`config.mk`:
```
export PLATFORM = sky130hd
export DESIGN_NAME = ysyx_22041211_ifu_flat
export DESIGN_NICKNAME = d
export VERILOG_FILES = /design/src/rtl/ysyx_22041211_ifu_pkg.sv /design/src/rtl/ysyx_22041211_ifu_if.sv /design/src/rtl/ysyx_22041211_ifu_buf.sv /design/src/rtl/ysyx_22041211_ifu.sv /design/src/flat_wrapper.sv
export SDC_FILE = /design/constraint.sdc
export NUM_CORES = 1
export LEC_CHECK = 0
export ABC_AREA = 1
export ABC_CLOCK_PERIOD_IN_PS = 2100
export BUFFER_PORTS_ARGS = -buffer_cell sky130_fd_sc_hd__buf_2
export CAP_MARGIN = 20
export CORE_ASPECT_RATIO = 0.5
export CORE_MARGIN = 10
export CORE_UTILIZATION = 50
export DETAILED_ROUTE_END_ITERATION = 12
export PLACE_DENSITY = 0.81
export SLEW_MARGIN = 20
export SYNTH_ARGS = -nofsm -noshare
export SYNTH_HDL_FRONTEND = slang
export SYNTH_HIERARCHICAL = 1
export SYNTH_SLANG_ARGS = --single-unit
```
`constraint.sdc`:
```
create_clock -name clk -period 2.1 [get_ports clk]
set_input_delay 0.21 -clock clk [delete_from_list [all_inputs] [get_ports clk]]
set_output_delay 0.21 -clock clk [all_outputs]
set_load 0.02 [all_outputs]
```
`src/rtl/ysyx_22041211_ifu_pkg.sv`:
```
// Shared definitions for the instruction fetch unit: FSM encoding, reset PC
// and the instruction-alignment helper.
package ysyx_22041211_ifu_pkg;

    typedef enum logic [2:0] {
        IFU_IDLE,
        IFU_REQ,
        IFU_WAIT,
        IFU_HOLD,
        IFU_HALT
    } ifu_state_e;

    localparam logic [31:0] IFU_RESET_PC    = 32'h8000_0000;
    localparam logic [1:0]  INST_ALIGN_MASK = 2'b11;

    function automatic logic is_misaligned(input logic [1:0] lo);
        return (lo & INST_ALIGN_MASK) != 2'b00;
    endfunction

endpackage

```
`src/rtl/ysyx_22041211_ifu_if.sv`:
```
// Fetch-side bus bundle: instruction SRAM request/response plus the
// valid/ready instruction handoff to decode.
interface ysyx_22041211_ifu_if #(
    parameter int DATA_LEN = 32,
    parameter int ADDR_LEN = 32
);
    logic                imem_req_o;
    logic [ADDR_LEN-1:0] imem_addr_o;
    logic                imem_rvalid_i;
    logic [DATA_LEN-1:0] imem_rdata_i;
    logic                inst_valid_o;
    logic [DATA_LEN-1:0] inst_o;
    logic [ADDR_LEN-1:0] inst_pc_o;
    logic                inst_ready_i;

    modport master (
        output imem_req_o, imem_addr_o, inst_valid_o, inst_o, inst_pc_o,
        input  imem_rvalid_i, imem_rdata_i, inst_ready_i
    );

    modport slave (
        input  imem_req_o, imem_addr_o, inst_valid_o, inst_o, inst_pc_o,
        output imem_rvalid_i, imem_rdata_i, inst_ready_i
    );
endinterface

```
`src/rtl/ysyx_22041211_ifu_buf.sv`:
```
// One-entry instruction holding register. Contents stay stable while valid;
// flush drops the entry, a valid&ready handoff empties it.
module ysyx_22041211_ifu_buf #(
    parameter int DATA_LEN = 32,
    parameter int ADDR_LEN = 32
) (
    input  logic                clk,
    input  logic                rst,
    input  logic                load_i,
    input  logic [DATA_LEN-1:0] data_i,
    input  logic [ADDR_LEN-1:0] pc_i,
    input  logic                ready_i,
    input  logic                flush_i,
    output logic                valid_o,
    output logic [DATA_LEN-1:0] data_o,
    output logic [ADDR_LEN-1:0] pc_o
);
    logic                valid_q, valid_d;
    logic [DATA_LEN-1:0] data_q;
    logic [ADDR_LEN-1:0] pc_q;

    always_comb begin
        valid_d = valid_q;
        if (flush_i)                 valid_d = 1'b0;
        else if (load_i)             valid_d = 1'b1;
        else if (valid_q && ready_i) valid_d = 1'b0;
    end

    always_ff @(posedge clk or negedge rst) begin
        if (!rst) begin
            valid_q <= 1'b0;
            data_q  <= '0;
            pc_q    <= '0;
        end else begin
            valid_q <= valid_d;
            if (load_i) begin
                data_q <= data_i;
                pc_q   <= pc_i;
            end
        end
    end

    assign valid_o = valid_q;
    assign data_o  = data_q;
    assign pc_o    = pc_q;
endmodule

```
`src/rtl/ysyx_22041211_ifu.sv`:
```
// Instruction fetch unit: owns the fetch PC, keeps one SRAM read in flight,
// hands words to decode, and honours redirects and halt.
module ysyx_22041211_ifu
    import ysyx_22041211_ifu_pkg::*;
#(
    parameter int          DATA_LEN = 32,
    parameter int          ADDR_LEN = 32,
    parameter logic [31:0] RESET_PC = IFU_RESET_PC
) (
    input  logic                clk,
    input  logic                rst,
    ysyx_22041211_ifu_if.master bus,
    input  logic                redirect_valid_i,
    input  logic [ADDR_LEN-1:0] redirect_pc_i,
    input  logic                halt_i,
    output logic [ADDR_LEN-1:0] pc_o,
    output logic                misalign_o
);
    ifu_state_e          state_q, state_d;
    logic [ADDR_LEN-1:0] pc_q, pc_d;
    logic                kill_q, kill_d;
    logic                hpend_q, hpend_d;
    logic                mis_q, mis_d;
    logic                buf_load, buf_flush;
    logic                redir, bad_tgt, stop_new;
    logic                buf_valid;
    logic [DATA_LEN-1:0] buf_data;
    logic [ADDR_LEN-1:0] buf_pc;

    assign redir    = redirect_valid_i;
    assign bad_tgt  = redir && is_misaligned(redirect_pc_i[1:0]);
    assign stop_new = halt_i || bad_tgt;

    always_comb begin
        state_d   = state_q;
        pc_d      = pc_q;
        kill_d    = kill_q;
        hpend_d   = hpend_q;
        mis_d     = mis_q;
        buf_load  = 1'b0;
        buf_flush = 1'b0;

        // Redirect target is tracked in every live state, even when halt wins.
        if (state_q != IFU_HALT && redir) begin
            pc_d = redirect_pc_i;
            if (bad_tgt) mis_d = 1'b1;
        end

        case (state_q)
            IFU_IDLE: state_d = stop_new ? IFU_HALT : IFU_REQ;
            IFU_REQ: begin
                state_d = IFU_WAIT;
                if (redir)    kill_d  = 1'b1;
                if (stop_new) hpend_d = 1'b1;
            end
            IFU_WAIT: begin
                if (bus.imem_rvalid_i) begin
                    // A response that lost its PC (redirect/halt) is dropped.
                    if (kill_q || redir || hpend_q || stop_new) begin
                        kill_d  = 1'b0;
                        state_d = (hpend_q || stop_new) ? IFU_HALT : IFU_REQ;
                    end else begin
                        buf_load = 1'b1;
                        state_d  = IFU_HOLD;
                    end
                end else begin
                    if (redir)    kill_d  = 1'b1;
                    if (stop_new) hpend_d = 1'b1;
                end
            end
            IFU_HOLD: begin
                if (bus.inst_ready_i && !redir) pc_d = pc_q + ADDR_LEN'(4);
                if (stop_new) begin
                    state_d   = IFU_HALT;
                    buf_flush = 1'b1;
                end else if (redir) begin
                    state_d   = IFU_REQ;
                    buf_flush = 1'b1;
                end else if (bus.inst_ready_i) begin
                    state_d = IFU_REQ;
                end
            end
            IFU_HALT: state_d = IFU_HALT;
            default:  state_d = IFU_IDLE;
        endcase
    end

    always_ff @(posedge clk or negedge rst) begin
        if (!rst) begin
            state_q <= IFU_IDLE;
            pc_q    <= ADDR_LEN'(RESET_PC);
            kill_q  <= 1'b0;
            hpend_q <= 1'b0;
            mis_q   <= 1'b0;
        end else begin
            state_q <= state_d;
            pc_q    <= pc_d;
            kill_q  <= kill_d;
            hpend_q <= hpend_d;
            mis_q   <= mis_d;
        end
    end

    ysyx_22041211_ifu_buf #(
        .DATA_LEN(DATA_LEN),
        .ADDR_LEN(ADDR_LEN)
    ) u_buf (
        .clk    (clk),
        .rst    (rst),
        .load_i (buf_load),
        .data_i (bus.imem_rdata_i),
        .pc_i   (pc_q),
        .ready_i(bus.inst_ready_i),
        .flush_i(buf_flush),
        .valid_o(buf_valid),
        .data_o (buf_data),
        .pc_o   (buf_pc)
    );

    assign bus.imem_req_o   = (state_q == IFU_REQ);
    assign bus.imem_addr_o  = pc_q;
    assign bus.inst_valid_o = buf_valid;
    assign bus.inst_o       = buf_data;
    assign bus.inst_pc_o    = buf_pc;
    assign pc_o             = pc_q;
    assign misalign_o       = mis_q;
endmodule

```
`src/flat_wrapper.sv`:
```
// flat-port wrapper written by rule: the top's interface ports become plain ports
module ysyx_22041211_ifu_flat import ysyx_22041211_ifu_pkg::*;
#(
    parameter int          DATA_LEN = 32,
    parameter int          ADDR_LEN = 32,
    parameter logic [31:0] RESET_PC = IFU_RESET_PC
)
  (clk, rst, redirect_valid_i, redirect_pc_i, halt_i, pc_o, misalign_o, bus_imem_req_o, bus_imem_addr_o, bus_inst_valid_o, bus_inst_o, bus_inst_pc_o, bus_imem_rvalid_i, bus_imem_rdata_i, bus_inst_ready_i);
  ysyx_22041211_ifu_if #(.DATA_LEN(DATA_LEN), .ADDR_LEN(ADDR_LEN)) bus_i ();
  input  logic clk;
  input  logic rst;
  input  logic redirect_valid_i;
  input  logic [ADDR_LEN-1:0] redirect_pc_i;
  input  logic halt_i;
  output logic [ADDR_LEN-1:0] pc_o;
  output logic misalign_o;
  output wire logic [$bits(bus_i.imem_req_o)-1:0] bus_imem_req_o;
  output wire logic [$bits(bus_i.imem_addr_o)-1:0] bus_imem_addr_o;
  output wire logic [$bits(bus_i.inst_valid_o)-1:0] bus_inst_valid_o;
  output wire logic [$bits(bus_i.inst_o)-1:0] bus_inst_o;
  output wire logic [$bits(bus_i.inst_pc_o)-1:0] bus_inst_pc_o;
  input wire logic [$bits(bus_i.imem_rvalid_i)-1:0] bus_imem_rvalid_i;
  input wire logic [$bits(bus_i.imem_rdata_i)-1:0] bus_imem_rdata_i;
  input wire logic [$bits(bus_i.inst_ready_i)-1:0] bus_inst_ready_i;
  assign bus_imem_req_o = bus_i.imem_req_o;
  assign bus_imem_addr_o = bus_i.imem_addr_o;
  assign bus_inst_valid_o = bus_i.inst_valid_o;
  assign bus_inst_o = bus_i.inst_o;
  assign bus_inst_pc_o = bus_i.inst_pc_o;
  assign bus_i.imem_rvalid_i = bus_imem_rvalid_i;
  assign bus_i.imem_rdata_i = bus_imem_rdata_i;
  assign bus_i.inst_ready_i = bus_inst_ready_i;
  ysyx_22041211_ifu #(.DATA_LEN(DATA_LEN), .ADDR_LEN(ADDR_LEN), .RESET_PC(RESET_PC)) u_core (.clk(clk), .rst(rst), .bus(bus_i), .redirect_valid_i(redirect_valid_i), .redirect_pc_i(redirect_pc_i), .halt_i(halt_i), .pc_o(pc_o), .misalign_o(misalign_o));
endmodule
```
[Yosys cells after proc, flatten, opt, wreduce, memory -nomap -nowiden]
Cells that the tools add are included.
Storage, ports and cells
  flip-flop bits (word level): 103
  input bits: 70
  output and inout bits: 131
  logic and storage cells: 63
Operators by class
  add/sub/neg operators: 1
  eq/ne operators: 9
  muxes and demuxes: 27
  reduce and logical (&&, ||, !) cells: 18
Operator list (count)
  two-way mux 32 bit: 3
  adder 32 x 3 -> 32 bit, second input constant: 1
  two-way mux 3 bit: 7
  case mux 3 bit (5 select lines): 1
  two-way mux 1 bit: 14
  AND reduction 2 bit: 4
  equality test 3 x 2 -> 1 bit, second input constant: 2
  logical OR 1 bit: 5
  logical AND 1 bit: 4
  inequality test 2 bit, second input constant: 2
  inequality test 4 x 3 -> 1 bit, second input constant: 1
  case mux 1 bit (2 select lines): 2
  nonzero test 2 bit: 2
  equality test 3 x 1 -> 1 bit, second input constant: 1
  equality test 3 bit, second input constant: 1
  logical NOT 3 bit: 1
  inequality test 3 x 2 -> 1 bit, second input constant: 1
  inequality test 3 bit, second input constant: 1
  nonzero test 3 bit: 1
  logical NOT 1 bit: 1

[Depth between registers and ports, before layout]
  depth after elaboration: 9
  gate-level depth with buffers: 10
  depth with buffers taken out: 10

[Cells and area by module]
The synthesis kept the hierarchy.
Modules (own cells, without submodules)
  ysyx_22041211_ifu: times used 1, cells each 460, area each 3017.9 um2
  ysyx_22041211_ifu_buf: times used 1, cells each 275, area each 2519.9 um2

[Worst setup path after synthesis]
No wires, ideal clock.
  path type: register to register
  start: register u_core.pc_q[3], in the netlist u_core/bus.imem_addr_o[3]
  end: register u_core.pc_q[28], in the netlist u_core/bus.imem_addr_o[28]
  library setup time: 0.119 ns
  arrival: 1.487 ns
  required time: 1.981 ns
  path slack: 0.494 ns
  cell stages (with the launch flop): 11
  buffers on the path: 0
  period minus slack after synthesis: 1.606 ns
  path through: dfrtp_1 ha_1 nand3_4 nor2_4 nand2_1 inv_1 nand2_1 nand2_1 nand2_1 nor2_1 nor2_1
On the way
  cells in the longest elaborated chain, start to end: 3
RTL lines
  from (decl): line ysyx_22041211_ifu.sv:20  | logic [ADDR_LEN-1:0] pc_q, pc_d;
  from (signal assigned): line ysyx_22041211_ifu.sv:91  | pc_q <= ADDR_LEN'(RESET_PC);
  from (signal assigned): line ysyx_22041211_ifu.sv:97  | pc_q <= pc_d;
  adder 32 x 3 -> 32 bit: line ysyx_22041211_ifu.sv:72  | if (bus.inst_ready_i && !redir) pc_d = pc_q + ADDR_LEN'(4);
  two-way mux 32 bit: line ysyx_22041211_ifu.sv:72
  two-way mux 32 bit: line ysyx_22041211_ifu.sv:49  | case (state_q)
  via u_core.pc_d[28]: line ysyx_22041211_ifu.sv:20
The timed path passes the listed nets, and every way through them passes these cells.
A chain may end at the register's enable or synchronous reset.

[Worst setup path after layout]
  start: register u_core.pc_q[2], in the netlist u_core/bus.imem_addr_o[2]
  end: register u_core.pc_q[28], in the netlist u_core/bus.imem_addr_o[28]
Same word-level chain as after synthesis.

==> metrics.txt <==
crit path to=u_core/bus.imem_addr_o[28]; Crit Path Class=flip-flop to flip-flop; Final Util=62.01%; drt initial violations=663; clock latency on the worst-skew pair=0.34 ns; top cell type's share of synthesized area=46.09%; HPWL after DPL=11,940 um; Routed met3 length=1399 um; root cell of the clock tree=clkbuf_16; Worst Setup End Kind=flip-flop; Fin. Hold Viols=0; row cnt=27; share of cells above drive strength 1=27.81%; # diodes=0; CTS tree=built; Mapped Nets=806; first-pass GRT wire length=26,250 um; status=finished clean; DR vias=5,291; grt total ovfl=0; crit path from=u_core/bus.imem_addr_o[2]; DR WL/cell=15.51 um; Worst R2R Setup Slack=0.38 ns; post-route ant nets=0; core box area=10,910 um2; routed vias/inst=5.034; Final Net Count=972; Post-route DRC=0; Post-Syn Area=5538 um2; Seq cells post-synth=103; # setup viols final=0; Die Y=94.42 um; worst IR drop on VDD=0.6333 mV; clock sinks=103; initial antenna violation count=0; Post-Route WL=16,300 um; Buffers on Ports=200; clk_skew=0.005262 ns; Rel. slew slack=70.41%; R2R depth=10; Pwr Density=1280 nW/um2; Die ar.=15,940 um2; Worst Setup Start Kind=flip-flop; minimum clock period=1.716 ns; cell count after synthesis=735; Total Routing Usage GR=19.92%; drt pass-1 iters=5; final setup TNS=0 ns; largest cells by area after synthesis=dfrtp_1 (46%), nand2_1 (22%), buf_4 (4.9%); RSZ-0062 raised after global routing=false; number of I/O pins=201; slew at the pin closest to its max-slew limit=0.4438 ns; Pins Over Slew Limit=0; pin count of the biggest net entering global routing=44; crit-path max FO=7; Final period util=81.74%; Routed met1 length=6884 um; ys async rst share=100.0%; sequential share of the synthesized area=46.57%; Layout area overhead=22.19%; Post-CTS Setup Bufs=0; leading area contributor after synthesis=dfrtp_1; Starting Density=50.75%; met2 wire len=7681 um; leakage=3.930 nW; total CTS buffers=9; Hold Path Class=input pin to flip-flop; gpl congestion=0.9241; r2r startpoint=u_core/bus.imem_addr_o[2]; Synth cell types=38; Max Root-Sink Buffers=2; Worst EP required=2.33 ns; top cells by count, synth=nand2_1 (323), dfrtp_1 (102), inv_1 (58); synthesized area per cell=7.534 um2; clock transition at the registers of the reported paths=0.07 ns; Worst R2R End=u_core/bus.imem_addr_o[28]; setup slack after layout=0.3835 ns; vias in the first global route=5,154; die width=168.8 um; critical path data arrival time=1.95 ns; YS warnings=6; top_reg_cell synth=dfrtp_1; Max-Cap Viols=0; H-tree depth=3; Post-synth EDFFs=0; DP Worst Slack=0.2110 ns; top sig layer=met4; Fmax=582.6 MHz; count leader, synth=nand2_1
## critical path, cell delays in order (launching register included)
cell	delay (ns)
dfrtp_1	0.46
ha_1	0.27
nand3_4	0.14
nor2_4	0.17
nand2_1	0.13
inv_1	0.10
nand2_1	0.06
nand2_1	0.06
nand2_1	0.05
nor2_1	0.12
nor2_1	0.05
## cell type report
| type | count | area (um2) |
|---|---|---|
| clock buffer | 11 | 232.7 |
| tap | 145 | 181.4 |
| inverter | 62 | 232.7 |
| clock inverter | 5 | 128.9 |
| multi-input combinational | 513 | 2266 |
| fill | 936 | 4145 |
| timing repair buffer | 212 | 1146 |
| sequential | 103 | 2579 |
## per-layer routing
layer	global-route usage, %	vias up
met5	0	-
met4	6.916	0
met3	5.100	29
met2	33.39	241
met1	24.82	2425
li1	-	2596
## cells in the final DEF, fill, tap and decap left out, drive strengths merged, types with 4 or more instances in the layout
cell type / Yosys / layout
nor2: 57 / 57
nand4: 9 / 9
o211ai: 8 / 8
nand2: 327 / 327
nand3: 30 / 30
dfrtp: 102 / 102
a21oi: 26 / 26
a31oi: 4 / 4
bufinv: 0 / 4
inv: 62 / 63
nor3: 9 / 9
clkbuf: 3 / 11
o21ai: 28 / 28
buf: 54 / 211
## kinds of logic after synthesis
family          synth area share [%]
simple gates                   32.87
buf+inv                        12.52
flops                          46.57
compound gates                 7.343
xor+xnor                      0.4746
fa+ha+maj                     0.2259
## registers in the layout, summed over array words and instances, names as in the netlist
register	count
u_core/hpend_q	1
u_core/u_buf/data_o	32
u_core/kill_q	1
u_core/u_buf/valid_o	1
u_core/bus.imem_addr_o	32
u_core/state_q	3
u_core/u_buf/pc_o	32
u_core/misalign_o	1
## what timing repair did
item                                   4_1_cts  5_1_grt
endpoints found under the hold margin       33        0
resized for setup                            0        0
hold buffers                                 1        0
## power by group
part	leakage (nW)	total (mW)	switching, mW	internal, mW
clock	0.174	2.03	0.735	1.29
sequential	1.36	3.24	0.785	2.46
combinational	2.40	3.39	2.29	1.10
total	3.93	8.66	3.81	4.85
## worst min path at each step
stage	startpoint	end	cells past startpoint	slack, ns
detailed placement	rst	u_core/u_buf/data_o[0]	1	0.19
finish	bus_imem_rdata_i[3]	u_core/u_buf/data_o[3]	3	0.07
floorplan	rst	u_core/bus.imem_addr_o[0]	0	-0.09
global route	bus_imem_rdata_i[2]	u_core/u_buf/data_o[2]	3	0.07
global placement	rst	u_core/u_buf/data_o[15]	1	0.18
CTS	bus_imem_rdata_i[18]	u_core/u_buf/data_o[18]	3	0.06
## per-stage QoR
stage / std cells / hold slack, ns / instance area (um2) / total power, mW
after floorplan: 735 / -0.08559 / 5538 / 5.626
after global placement: 1034 / 0.1830 / 6395 / 6.547
after detailed placement: 1034 / 0.1879 / 6395 / 6.631
after CTS: 1051 / 0.05541 / 6766 / 8.700
after global routing: 1051 / 0.06742 / 6766 / 9.185
final: 1051 / 0.06772 / 6766 / 8.659
(Power assumes the default switching activity.)
